[src/rtl/temp_sensor_reader.sv]
// Polls a MAX6675-style thermocouple converter over read-only SPI and reports temperature in 0.1 degC.
// Optional TEMP_AVG_EN build adds a 4-sample moving average on good readings.
`timescale 1ns/1ps

module temp_sensor_reader #(
    parameter int INPUT_CLK_FREQ = 50_000_000,
    parameter int SCLK_FREQ      = 1_000_000,
    parameter int SAMPLE_RATE_HZ = 4
) (
    input  logic        clk,
    input  logic        reset,
    input  logic        sensor_miso,
    output logic        sensor_cs_n,
    output logic        sensor_sclk,
    output logic [15:0] temp_data,
    output logic        temp_valid,
    output logic        sensor_fault
);

    localparam int HALF_LIM    = INPUT_CLK_FREQ / (2 * SCLK_FREQ) - 1;
    localparam int TICK_PERIOD = INPUT_CLK_FREQ / SAMPLE_RATE_HZ;
    localparam int HALF_W      = ($clog2(HALF_LIM + 1) > 0) ? $clog2(HALF_LIM + 1) : 1;
    localparam int TICK_W      = ($clog2(TICK_PERIOD) > 0) ? $clog2(TICK_PERIOD) : 1;

    typedef enum logic [2:0] {IDLE, CS_SETUP, SHIFT, CS_HOLD, CONVERT} state_t;

    state_t              state_reg;
    logic [TICK_W-1:0]   tick_cnt_reg;
    logic                tick_reg;
    logic [HALF_W-1:0]   half_cnt_reg;
    logic [3:0]          bit_cnt_reg;
    // Only frame bits [14:2] are kept: {raw12, open flag}
    logic [12:0]         data_reg;
    logic [15:0]         temp_data_reg;
    logic                temp_valid_reg;
    logic                sensor_fault_reg;
    logic                cs_n_reg;
    logic                sclk_reg;
    logic [15:0]         sample_next;
    logic [15:0]         result_next;

    assign sensor_cs_n  = cs_n_reg;
    assign sensor_sclk  = sclk_reg;
    assign temp_data    = temp_data_reg;
    assign temp_valid   = temp_valid_reg;
    assign sensor_fault = sensor_fault_reg;

    assign sample_next = 16'(({4'd0, data_reg[12:1]} * 16'd5) >> 1);

    always_ff @(posedge clk or posedge reset) begin
        if (reset) begin
            tick_cnt_reg <= '0;
            tick_reg     <= 1'b0;
        end else if (tick_cnt_reg == TICK_W'(TICK_PERIOD - 1)) begin
            tick_cnt_reg <= '0;
            tick_reg     <= 1'b1;
        end else begin
            tick_cnt_reg <= tick_cnt_reg + 1'b1;
            tick_reg     <= 1'b0;
        end
    end

`ifdef TEMP_AVG_EN
    // Three most recent good samples; with the incoming one they form the 4-entry window.
    logic [2:0][15:0] win_reg;
    logic             loaded_reg;
    logic [17:0]      sum_next;
    logic             good_strobe;

    assign good_strobe = (state_reg == CONVERT) && !data_reg[0];
    assign sum_next    = 18'(sample_next) + 18'(win_reg[0]) + 18'(win_reg[1]) + 18'(win_reg[2]);
    assign result_next = loaded_reg ? 16'(sum_next >> 2) : sample_next;

    always_ff @(posedge clk or posedge reset) begin
        if (reset) begin
            win_reg    <= '0;
            loaded_reg <= 1'b0;
        end else if (good_strobe) begin
            win_reg    <= loaded_reg ? {win_reg[1:0], sample_next} : {3{sample_next}};
            loaded_reg <= 1'b1;
        end
    end
`else
    assign result_next = sample_next;
`endif

    always_ff @(posedge clk or posedge reset) begin
        if (reset) begin
            state_reg        <= IDLE;
            cs_n_reg         <= 1'b1;
            sclk_reg         <= 1'b0;
            half_cnt_reg     <= '0;
            bit_cnt_reg      <= '0;
            data_reg         <= '0;
            temp_data_reg    <= '0;
            temp_valid_reg   <= 1'b0;
            sensor_fault_reg <= 1'b0;
        end else begin
            temp_valid_reg <= 1'b0;
            case (state_reg)
                IDLE: begin
                    if (tick_reg) begin
                        cs_n_reg     <= 1'b0;
                        half_cnt_reg <= '0;
                        bit_cnt_reg  <= '0;
                        state_reg    <= CS_SETUP;
                    end
                end
                CS_SETUP: begin
                    if (half_cnt_reg == HALF_W'(HALF_LIM)) begin
                        // First rising edge carries the dummy bit, nothing captured.
                        half_cnt_reg <= '0;
                        sclk_reg     <= 1'b1;
                        state_reg    <= SHIFT;
                    end else begin
                        half_cnt_reg <= half_cnt_reg + 1'b1;
                    end
                end
                SHIFT: begin
                    if (half_cnt_reg == HALF_W'(HALF_LIM)) begin
                        half_cnt_reg <= '0;
                        sclk_reg     <= ~sclk_reg;
                        if (sclk_reg) begin
                            if (bit_cnt_reg == 4'd15)
                                state_reg <= CS_HOLD;
                            else
                                bit_cnt_reg <= bit_cnt_reg + 1'b1;
                        end else if (bit_cnt_reg >= 4'd1 && bit_cnt_reg <= 4'd13) begin
                            data_reg <= {data_reg[11:0], sensor_miso};
                        end
                    end else begin
                        half_cnt_reg <= half_cnt_reg + 1'b1;
                    end
                end
                CS_HOLD: begin
                    if (half_cnt_reg == HALF_W'(HALF_LIM)) begin
                        half_cnt_reg <= '0;
                        cs_n_reg     <= 1'b1;
                        state_reg    <= CONVERT;
                    end else begin
                        half_cnt_reg <= half_cnt_reg + 1'b1;
                    end
                end
                CONVERT: begin
                    state_reg <= IDLE;
                    if (data_reg[0]) begin
                        sensor_fault_reg <= 1'b1;
                    end else begin
                        sensor_fault_reg <= 1'b0;
                        temp_data_reg    <= result_next;
                        temp_valid_reg   <= 1'b1;
                    end
                end
                default: state_reg <= IDLE;
            endcase
        end
    end

endmodule

[config.mk]
export PLATFORM = sky130hd
export DESIGN_NAME = temp_sensor_reader
export DESIGN_NICKNAME = d
export VERILOG_FILES = /design/src/rtl/temp_sensor_reader.sv
export SDC_FILE = /design/constraint.sdc
export NUM_CORES = 1
export LEC_CHECK = 0
export ABC_AREA = 1
export BUFFER_PORTS_ARGS = -buffer_cell sky130_fd_sc_hd__buf_4
export CORE_ASPECT_RATIO = 2
export CORE_MARGIN = 1
export CORE_UTILIZATION = 60
export CTS_BUF_LIST = sky130_fd_sc_hd__clkbuf_8
export CTS_CLUSTER_DIAMETER = 100
export CTS_CLUSTER_SIZE = 25
export DETAILED_ROUTE_END_ITERATION = 8
export PLACE_DENSITY = 0.79
export SKIP_CTS_REPAIR_TIMING = 1
export SLEW_MARGIN = 20
export SYNTH_ARGS = -nofsm -noshare
export SYNTH_HDL_FRONTEND = slang
export SYNTH_SLANG_ARGS = --single-unit
[constraint.sdc]
create_clock -name clk -period 4.7 [get_ports clk]
set_clock_uncertainty 0.2 [all_clocks]
set_input_delay 0.94 -clock clk [delete_from_list [all_inputs] [get_ports clk]]
set_output_delay 0.94 -clock clk [all_outputs]
set_load 0.03 [all_outputs]
==> results of run 1 <==
==> metal layers <==
layer  global-route usage, %  share of wire [%]
met1                   30.42                 36
met2                   51.85                 56
met3                   5.908                3.3
met4                   18.90                4.5
met5                       0                  0
==> kinds of logic after synthesis <==
kind of cell | synth area share, %
simple gates | 29.72
xor+xnor | 4.075
buf+inv | 8.211
fa+ha+maj | 8.456
other cells | 0.09182
compound gates | 7.751
flops | 41.70
==> power groups by stage <==
stage / registers [mW] / logic, mW / clock network, mW
after floorplan: 0.596 / 0.0121 / 0
after global placement: 0.596 / 0.0161 / 0
after detailed placement: 0.596 / 0.0165 / 0
after CTS: 0.585 / 0.0165 / 0.599
after global routing: 0.585 / 0.0184 / 0.617
final: 0.585 / 0.0155 / 0.588
==> through the flow <==
step	power [mW]	instance area (sq um)	util (%)	setup slack (ns)
6_report	1.188	4543	69.16	2.300
3_5_place_dp	0.6126	4302	65.49	2.358
3_3_place_gp	0.6122	4302	65.49	2.396
4_1_cts	1.200	4542	69.14	2.326
5_1_grt	1.220	4543	69.16	2.177
2_1_floorplan	0.6083	4088	-	1.850
==> final timing paths <==
path                                                 from                         end  slack, ns  cells after the start
worst max-delay path              data_reg[4]$_DFFE_PP0P_    temp_data[8]$_DFFE_PP0P_       2.30                     12
min in group asynchronous                           reset   tick_cnt_reg[2]$_DFF_PP0_       0.50                      2
max in group asynchronous                           reset  tick_cnt_reg[12]$_DFF_PP0_       3.02                      3
worst max register to register    data_reg[4]$_DFFE_PP0P_    temp_data[8]$_DFFE_PP0P_       2.30                     12
worst min register to register  tick_cnt_reg[0]$_DFF_PP0_   tick_cnt_reg[0]$_DFF_PP0_       0.26                      1
worst min-delay path            tick_cnt_reg[0]$_DFF_PP0_   tick_cnt_reg[0]$_DFF_PP0_       0.26                      1
==> synth_stat cells <==
library cell / number / area [sq um]
a21oi_1: 7 / 35.03
a2bb2oi_1: 1 / 8.760
buf_2: 1 / 5.000
buf_4: 3 / 22.52
buf_6: 3 / 33.78
conb_1: 1 / 3.750
dfrtp_1: 67 / 1677
dfstp_2: 1 / 26.28
fa_1: 1 / 20.02
ha_1: 26 / 325.3
inv_1: 69 / 259.0
inv_2: 4 / 15.01
nand2_1: 144 / 540.5
nand2_2: 3 / 18.77
nand3_1: 33 / 165.2
nand3b_1: 5 / 37.54
nand4_1: 11 / 68.82
nand4_2: 1 / 12.51
nor2_1: 62 / 232.7
nor2_2: 4 / 25.02
nor2_4: 1 / 11.26
nor3_1: 8 / 40.04
nor3_2: 1 / 10.01
nor3_4: 2 / 32.53
nor4_1: 1 / 6.260
o21ai_0: 21 / 105.1
o21ai_1: 5 / 25.02
o21ai_2: 14 / 122.6
o22ai_1: 2 / 12.51
o31ai_1: 1 / 7.510
or2_2: 2 / 12.51
xnor2_1: 4 / 35.03
xor2_1: 15 / 131.4
==> area by class of cell <==
class                   instances  area share (%)
multi-input cells             377           45.11
well taps                      88           2.424
flip-flops and latches         68           37.48
clock inverters                 7           2.561
clock buffers                   9           2.727
inverters                      73           6.059
repair buffers                 22           3.635
==> worst max-delay path, stage by stage, from the launching register on <==
cell	delay, ns
dfrtp_1	0.43
ha_1	0.31
ha_1	0.19
inv_1	0.06
fa_1	0.41
inv_1	0.10
nand3_1	0.07
nand3_1	0.16
nand2_1	0.08
nand2_1	0.08
nand2_1	0.06
nand2_1	0.06
o21ai_0	0.07
==> metrics, run 1 <==
Tcrit/Tclk final 51.07%; die width 60.34 microns; average wire per standard cell 14.26 microns; # diodes 0; status finished, final reports clean; Gate power share 1.3%; input/output buffers 20; Die Footprint 7160 sq um; vias per cell 5.362; via count 3453; commonest cells after routing, fill and taps aside 144 x nand2_1, 69 x inv_1, 67 x dfrtp_1; final non-filler cell total 644; placed insts 628; CTS buffer count 9; GRT Total Usage 29.82%; max-cap violations 0; CTS Buffer Depth 2; Worst Path Required 4.75 ns; height of the die 118.7 microns; Psw 0.2508 mW; Clock Latency Late Sink 0.36 ns; setup repair after global routing missed its margin false; Row Count 42; Register Area 1703 sq um; setup violators final 0; Worst Setup End Kind register; P_int 0.9376 mW; WL final 9181 microns; first-pass GRT wire length 15730 microns; synthesized cell area 4084 sq um; max reg flops 24; initial core utilization 62.17%; Syn Area/Cell 7.794 sq um; Clock Power Share 49.5%; sequential cell area fraction in the yosys report 41.70%; initial antenna violation count 0; hold crit path type register to register; Final HPWL DP 6917 microns; Area Overhead vs Synth 11.24%; worst-path maximum fanout 4; Flop pwr share 49.2%; Fmax 0.4166 GHz; Power Density 261.6 nW/um^2; TritonCTS clock tree built; Mapped Cells 524; Core Area 6569 sq um; crit path DAT 2.45 ns; Final Hold Vio Count 0; Worst-Margin Slew 0.8130 ns; drt initial violations 190; largest net degree at the start of global routing 49; Nets 581; Slew HR 45.74%; Slew Viols, Final 0; Root Buffer clkbuf_8; Cell variety after synth 33; vias in the first global route 3496; Worst VDD drop 0.2163 mV; Leak 2.331 nW; commonest non-fill, non-tap cell in the layout nand2_1; Worst Path Class, Setup register to register; H-tree depth 3; Seq cells post-synth 68; setup TNS 0 ns; gpl congestion 0.9911; I/O pins 23; GRT overflow 0; Post-route DRC 0; Net Sw Frac 21.10%; minimum clock period 2.400 ns; DR pass1 iterations 4; clk slew on worst S/H paths 0.07 ns; Worst setup SP type register; Synth warnings 0; Fin Hold WS 0.2620 ns; share of layout cells above drive strength 1 12.77%; # fillers 553; remaining antenna violation count 0; multi-input logic area 2049 sq um; clock sinks 68
(Power assumes the default switching activity.)
==> run 2: changes to the inputs <==
--- a/config.mk
+++ b/config.mk
@@ -5,7 +5,7 @@
 export SDC_FILE = /design/constraint.sdc
 export NUM_CORES = 1
 export LEC_CHECK = 0
-export ABC_AREA = 1
+export ABC_AREA = 0
 export BUFFER_PORTS_ARGS = -buffer_cell sky130_fd_sc_hd__buf_4
 export CORE_ASPECT_RATIO = 2
 export CORE_MARGIN = 1
==> constraint.sdc (replaced) <==
create_clock -name clk -period 2.29 [get_ports clk]
set_clock_uncertainty 0.2 [all_clocks]
set_input_delay 0.458 -clock clk [delete_from_list [all_inputs] [get_ports clk]]
set_output_delay 0.458 -clock clk [all_outputs]
set_load 0.03 [all_outputs]
==> run 2 against run 1 <==
Against the previous run: the flow now finishes with violations (design-rule violations, negative setup slack); sequential power up 110%; design area down 2.5%; non-clock buffer count up 28; wire length down 17%; core utilization up 5.2 points; clock power up 87%; critical path type unchanged; largest power group is now sequential cells.
==> metrics, run 2 <==
DR pass1 iterations 7 (+3); I/O pins 23 (unchanged); P_int 1.824 mW (+95%); Clock Power Share 47.1% (-2.4 points); crit path DAT 2.55 ns (+0.10 ns); Primary FF master, synth dfrtp_1; Final Hold Vio Count 0 (unchanged); DP Worst Slack -0.2194 ns (-2.577 ns); CTS Buffer Depth 2 (unchanged); Worst Setup End Kind register; synthesized cell area 3667 sq um (-10%); Flop pwr share 51.3% (+2.1 points); gpl congestion 0.8545 (-14%); top post-synthesis cells by area dfrtp_1 46%, ha_1 8.9%, mux2_2 4.3%; GRT overflow 0 (unchanged); Worst Path Required 2.33 ns (-2.42 ns); setup violators final 4 (+4); WL final 7580 microns (-17%); Worst R2R End temp_data[12]$_DFFE_PP0P_; die width 57.28 microns (-5.1%); RR Startpoint data_reg[4]$_DFFE_PP0P_; GRT Total Usage 24.62% (-5.2 points); max reg flops 24 (unchanged); initial antenna violation count 0 (unchanged); worst-path maximum fanout 4 (unchanged); crit path from data_reg[4]$_DFFE_PP0P_; TritonCTS clock tree built; setup TNS -0.4649 ns (-0.4649 ns); Synth warnings 0 (unchanged); status finished, violations left; CTS buffer count 9 (unchanged); Worst Path Class, Setup register to register; Slew HR 62.90% (+17 points); first-pass GRT wire length 12050 microns (-23%); Cell variety after synth 52 (+58%); minimum clock period 2.509 ns (+0.1086 ns); Core Area 5956 sq um (-9.3%); Final HPWL DP 5174 microns (-25%); R2R setup slack -0.22 ns (-2.52 ns); Area Overhead vs Synth 20.78%; Mapped Cells 353 (-33%); Row Count 40 (-4.8%); Post-route DRC 3 (+3); EDFF count, synth 0 (unchanged); Post-synth ARST share 100.0% (unchanged); Tcrit/Tclk final 109.6% (+58 points); setup repair after global routing missed its margin true; drt initial violations 116 (-39%); Psw 0.5140 mW (+100%); Gate power share 1.5% (+0.2 points); H-tree depth 3 (unchanged); CP endpoint temp_data[12]$_DFFE_PP0P_; vias per cell 5.960 (+11%); clk slew on worst S/H paths 0.08 ns (about the same); sequential cell area fraction in the yosys report 46.43% (+4.7 points); vias in the first global route 2828 (-19%); largest net degree at the start of global routing 52 (+6.1%); input/output buffers 20 (unchanged); Fmax 0.3986 GHz (-4.3%); Worst setup SP type register; initial core utilization 61.58% (-0.60 points); Die Footprint 6447 sq um (-10%); Power Density 527.9 nW/um^2 (+100%); clock sinks 68 (unchanged); Worst VDD drop 0.4717 mV (+120%); # diodes 0 (unchanged); cell taking the most area after synthesis dfrtp_1; # fillers 428 (-23%); via count 2819 (-18%); commonest cells after routing, fill and taps aside 66 x dfrtp_1, 47 x buf_4, 39 x nand2_1; synth cell count leaders 67 x dfrtp_1, 39 x nand2_1, 26 x ha_1, 26 x nor2_1, 21 x o21ai_0; remaining antenna violation count 0 (unchanged); Worst-Margin Slew 0.5514 ns (-0.2615 ns); Slew Viols, Final 0 (unchanged); hold crit path type primary input to register; share of layout cells above drive strength 1 25.61% (+13 points); Root Buffer clkbuf_8; fin util 74.37% (+5.2 points); slack of the critical path -0.2189 ns (-2.519 ns); Seq cells post-synth 68 (unchanged); average wire per standard cell 16.03 microns (+12%); Net Sw Frac 21.98% (+0.88 points); Syn Area/Cell 10.39 sq um (+33%); Nets 435 (-25%); height of the die 112.6 microns (-5.2%); commonest non-fill, non-tap cell in the layout dfrtp_1; most frequent cell after synthesis dfrtp_1; Worst R2R Path Depth 9 (-3); violated checks design-rule violations, negative setup slack; max-cap violations 0 (unchanged); Leak 2.189 nW (-6.1%); Yosys top cell area share 45.72% (+4.7 points); Clock Latency Late Sink 0.36 ns (about the same)
run 2: changes by cell type after synthesis, sizes merged, moves of 6 or more:
cell / previous run / this run
nand2: 147 / 40
inv: 73 / 13
nor2: 67 / 26
o21ai: 40 / 21
mux2: 0 / 14
nand3: 33 / 19
and3: 0 / 6
nor3: 11 / 5
run 2: cell type report:
cell class | count | area, sq um | share of cell area, %
tap | 63 | 78.83 | 1.780
sequential | 68 | 1704 | 38.47
timing repair buffer | 50 | 402.9 | 9.096
multi-input combinational | 263 | 1966 | 44.38
inverter | 13 | 52.55 | 1.186
clock inverter | 7 | 101.3 | 2.288
clock buffer | 9 | 123.9 | 2.797
run 2: routing by layer:
metal / wire length (microns) / GRT usage (%) / up-vias / share of wire [%]
met5: 0 / 0 / - / 0
met4: 240 / 15.93 / 0 / 3.2
met3: 202 / 4.608 / 20 / 2.7
met2: 4269 / 45.65 / 47 / 56
met1: 2868 / 23.71 / 1395 / 38
li1: - / - / 1357 / -
run 2: worst min-delay path by stage:
| stage | startpoint | slack [ns] | cells past startpoint | endpoint |
|---|---|---|---|---|
| after floorplan | tick_cnt_reg[19]$_DFF_PP0_ | 0.25 | 1 | tick_cnt_reg[19]$_DFF_PP0_ |
| after global placement | temp_data[2]$_DFFE_PP0P_ | 0.26 | 2 | temp_data[2]$_DFFE_PP0P_ |
| after detailed placement | temp_data[6]$_DFFE_PP0P_ | 0.27 | 1 | temp_data[6]$_DFFE_PP0P_ |
| after CTS | reset | -0.09 | 2 | half_cnt_reg[4]$_DFFE_PP0P_ |
| after global routing | sensor_miso | 0.14 | 2 | data_reg[0]$_DFFE_PP0P_ |
| final | sensor_miso | 0.14 | 2 | data_reg[0]$_DFFE_PP0P_ |
run 2: stage by stage:
stage	std cells	instance area [sq um]	power, mW	hold WS [ns]
4_1_cts	470	4300	2.366	-0.09304
3_5_place_dp	454	4075	1.260	0.2671
2_1_floorplan	354	3677	1.248	0.2497
6_report	473	4429	2.338	0.1367
5_1_grt	473	4429	2.418	0.1385
3_3_place_gp	454	4075	1.259	0.2607
run 2: cell families (layout without fill, tap and decap cells):
logic type	count (synthesis)	after routing	share of synthesized area, %
compound gates	57	57	10.24
xor+xnor	24	24	5.732
fa+ha+maj	27	27	9.417
buf+inv	23	79	2.934
flops	68	68	46.43
mux	15	15	4.572
other cells	1	2	0.1023
simple gates	138	138	20.57
run 2: worst max-delay path: stages, from the launching register on:
cell and delay [ns]:
dfrtp_2 0.44, ha_4 0.28, ha_4 0.13, inv_2 0.04
fa_2 0.37, nor2b_2 0.16, o31a_1 0.22, o211ai_1 0.14
a21o_1 0.18, a31o_2 0.23
run 2: power by group through the flow:
stage	Clock [mW]	Sequential, mW	Combinational (mW)
2_1_floorplan	0	1.22	0.0248
3_3_place_gp	0	1.22	0.0356
3_5_place_dp	0	1.22	0.0365
4_1_cts	1.13	1.20	0.0367
5_1_grt	1.18	1.20	0.0420
6_report	1.10	1.20	0.0361
==> run 3: changes to the inputs <==
==> constraint.sdc (replaced) <==
create_clock -name clk -period 2.29 [get_ports clk]
set_clock_uncertainty 0.2 [all_clocks]
set_input_delay 0.229 -clock clk [delete_from_list [all_inputs] [get_ports clk]]
set_output_delay 0.229 -clock clk [all_outputs]
set_load 0.03 [all_outputs]
==> run 3 against run 2 <==
Against the previous run: the flow still finishes with violations (design-rule violations, negative setup slack); final cell count down 0.42%; count of clock-buffer cells in the layout up 3; first-iteration DRC count unchanged; core utilization decreased by 1.1 points.
==> metrics, run 3 (same netlist as run 2, synthesis figures left out) <==
CTS Buffer Depth 2 (unchanged); Clock Latency Late Sink 0.35 ns (about the same); Row Count 40 (unchanged); Buf+Inv Stages, Crit Path 1 (unchanged); initial antenna violation count 0 (unchanged); clock sinks 68 (unchanged); hold path endpoint temp_data[1]$_DFFE_PP0P_; I/O pins 23 (unchanged); Die Footprint 6447 sq um (unchanged); CP top delay family adder cells; Final Hold Vio Count 0 (unchanged); Fin Hold WS 0.2806 ns (+0.1439 ns); Area Overhead vs Synth 19.00%; CP cell instances ha_1 > ha_2 > inv_2 > fa_2 > nor2b_2 > o31a_1 > o211ai_1 > a21o_1 > a31o_2; Worst Path Required 2.34 ns (about the same); Fmax 0.4043 GHz (+1.4%); CP max stage cell dfrtp_1; largest net degree at the start of global routing 69 (+33%); vias in the first global route 2780 (-1.7%); Post-route DRC 6 (+3); Worst setup SP type register; TritonCTS clock tree built; RR Startpoint data_reg[4]$_DFFE_PP0P_; Worst Setup End Kind register; GRT Total Usage 24.96% (+0.35 points); Core Area 5956 sq um (unchanged); # fillers 454 (+6.1%); setup repair after global routing missed its margin true; slack of the critical path -0.1836 ns (+0.03523 ns); crit path DAT 2.52 ns (-0.03 ns); DP Worst Slack -0.1934 ns (+0.02608 ns); DR pass1 iterations 6 (-1); Nets 433 (-0.46%); placed cell areas 4059 sq um (-0.40%); commonest cells after routing, fill and taps aside 66 x dfrtp_1, 44 x buf_4, 39 x nand2_1; minimum clock period 2.474 ns (-0.03523 ns); Hold Path Depth 2 (unchanged); Crit path largest cell delay 0.41 ns (-0.03 ns); commonest non-fill, non-tap cell in the layout dfrtp_1; violated checks design-rule violations, negative setup slack; total power 2.384 mW (+1.9%); height of the die 112.6 microns (unchanged); met2 WL 4140 microns (-3.0%); Post-Route M1 WL 2869 microns (about the same); Worst Path Class, Setup register to register; drt initial violations 116 (unchanged); Worst R2R End temp_data[12]$_DFFE_PP0P_; input/output buffers 20 (unchanged); CTS buffer count 9 (unchanged); die width 57.28 microns (unchanged); R2R setup slack -0.18 ns (+0.04 ns); share of layout cells above drive strength 1 23.53% (-2.1 points); via count 2773 (-1.6%); Power Density 546.2 nW/um^2 (+3.5%); worst-path maximum fanout 4 (unchanged); max-cap violations 0 (unchanged); average wire per standard cell 15.68 microns (-2.1%); # diodes 0 (unchanged); vias per cell 5.887 (-1.2%); cell area after layout 4364 sq um (-1.5%); first-pass GRT wire length 12190 microns (+1.2%); Worst R2R Path Depth 9 (unchanged); H-tree depth 3 (unchanged); crit path from data_reg[4]$_DFFE_PP0P_; clk slew on worst S/H paths 0.08 ns (about the same); setup TNS -0.4288 ns (+0.03607 ns); Tcrit/Tclk final 108.0% (-1.5 points); Slew HR 64.45% (+1.5 points); Root Buffer clkbuf_8; remaining antenna violation count 0 (unchanged); GRT overflow 0 (unchanged); placed insts 452 (-0.44%); fin util 73.28% (-1.1 points); Worst VDD drop 0.5545 mV (+18%); final non-filler cell total 471 (-0.42%); status finished, violations left; Worst-Margin Slew 0.5289 ns (-0.02252 ns); hold crit path type register to register; gpl congestion 0.8380 (-1.9%); hold wc startpoint temp_data[1]$_DFFE_PP0P_; top routing layer in use met4; met3 wire len 176 microns (-13%); setup violators final 4 (unchanged); max reg flops 24 (unchanged); Leak 2.207 nW (+0.84%); Slew Viols, Final 0 (unchanged); Final HPWL DP 5193 microns (+0.36%); WL final 7387 microns (-2.5%); initial core utilization 61.58% (unchanged)
## run 3: changes by cell type in the layout (fill, tap and decap cells not counted), moves of 2 or more
cell        delta
clkbuf_8       +3
clkinv_2       +2
ha_4           -4
ha_1           +3
clkinv_4       -3
clkinvlp_4     -3
buf_4          -3
## run 3: where the power goes
part	leakage, nW	internal (mW)	switching [mW]	total [mW]
clock	0.122	0.699	0.448	1.15
sequential	0.931	1.20	0	1.20
combinational	1.15	0.00816	0.0287	0.0368
total	2.21	1.91	0.476	2.38
## run 3: cell type report
class                   instances  area, sq um  share of cell area (%)
multi-input cells             263         1907                   43.69
clock inverters                 4        70.07                   1.606
clock buffers                  12        165.2                   3.784
flip-flops and latches         68         1704                   39.05
well taps                      63        78.83                   1.806
inverters                      13        48.80                   1.118
repair buffers                 48        390.4                   8.945
## run 3: worst max-delay path by stage
stage                           endpoint  slack [ns]  cells after the start
2_1_floorplan  temp_data[12]$_DFFE_PP0P_       -0.05                      9
6_report       temp_data[12]$_DFFE_PP0P_       -0.18                      9
5_1_grt        temp_data[12]$_DFFE_PP0P_       -0.27                      9
4_1_cts        temp_data[12]$_DFFE_PP0P_       -0.21                      9
3_5_place_dp   temp_data[12]$_DFFE_PP0P_       -0.19                      9
3_3_place_gp   temp_data[12]$_DFFE_PP0P_       -0.14                      9
## run 3: routing by layer
metal  vias up  GRT usage (%)
met5         -              0
met4         0          15.45
met3        15          5.300
met2        43          44.63
met1      1367          25.60
li1       1348              -
## run 3: tightest hold or removal path: stages (launching register included)
cell and delay, ns:
dfrtp_1 0.34, nand2_1 0.05, nand2_1 0.06
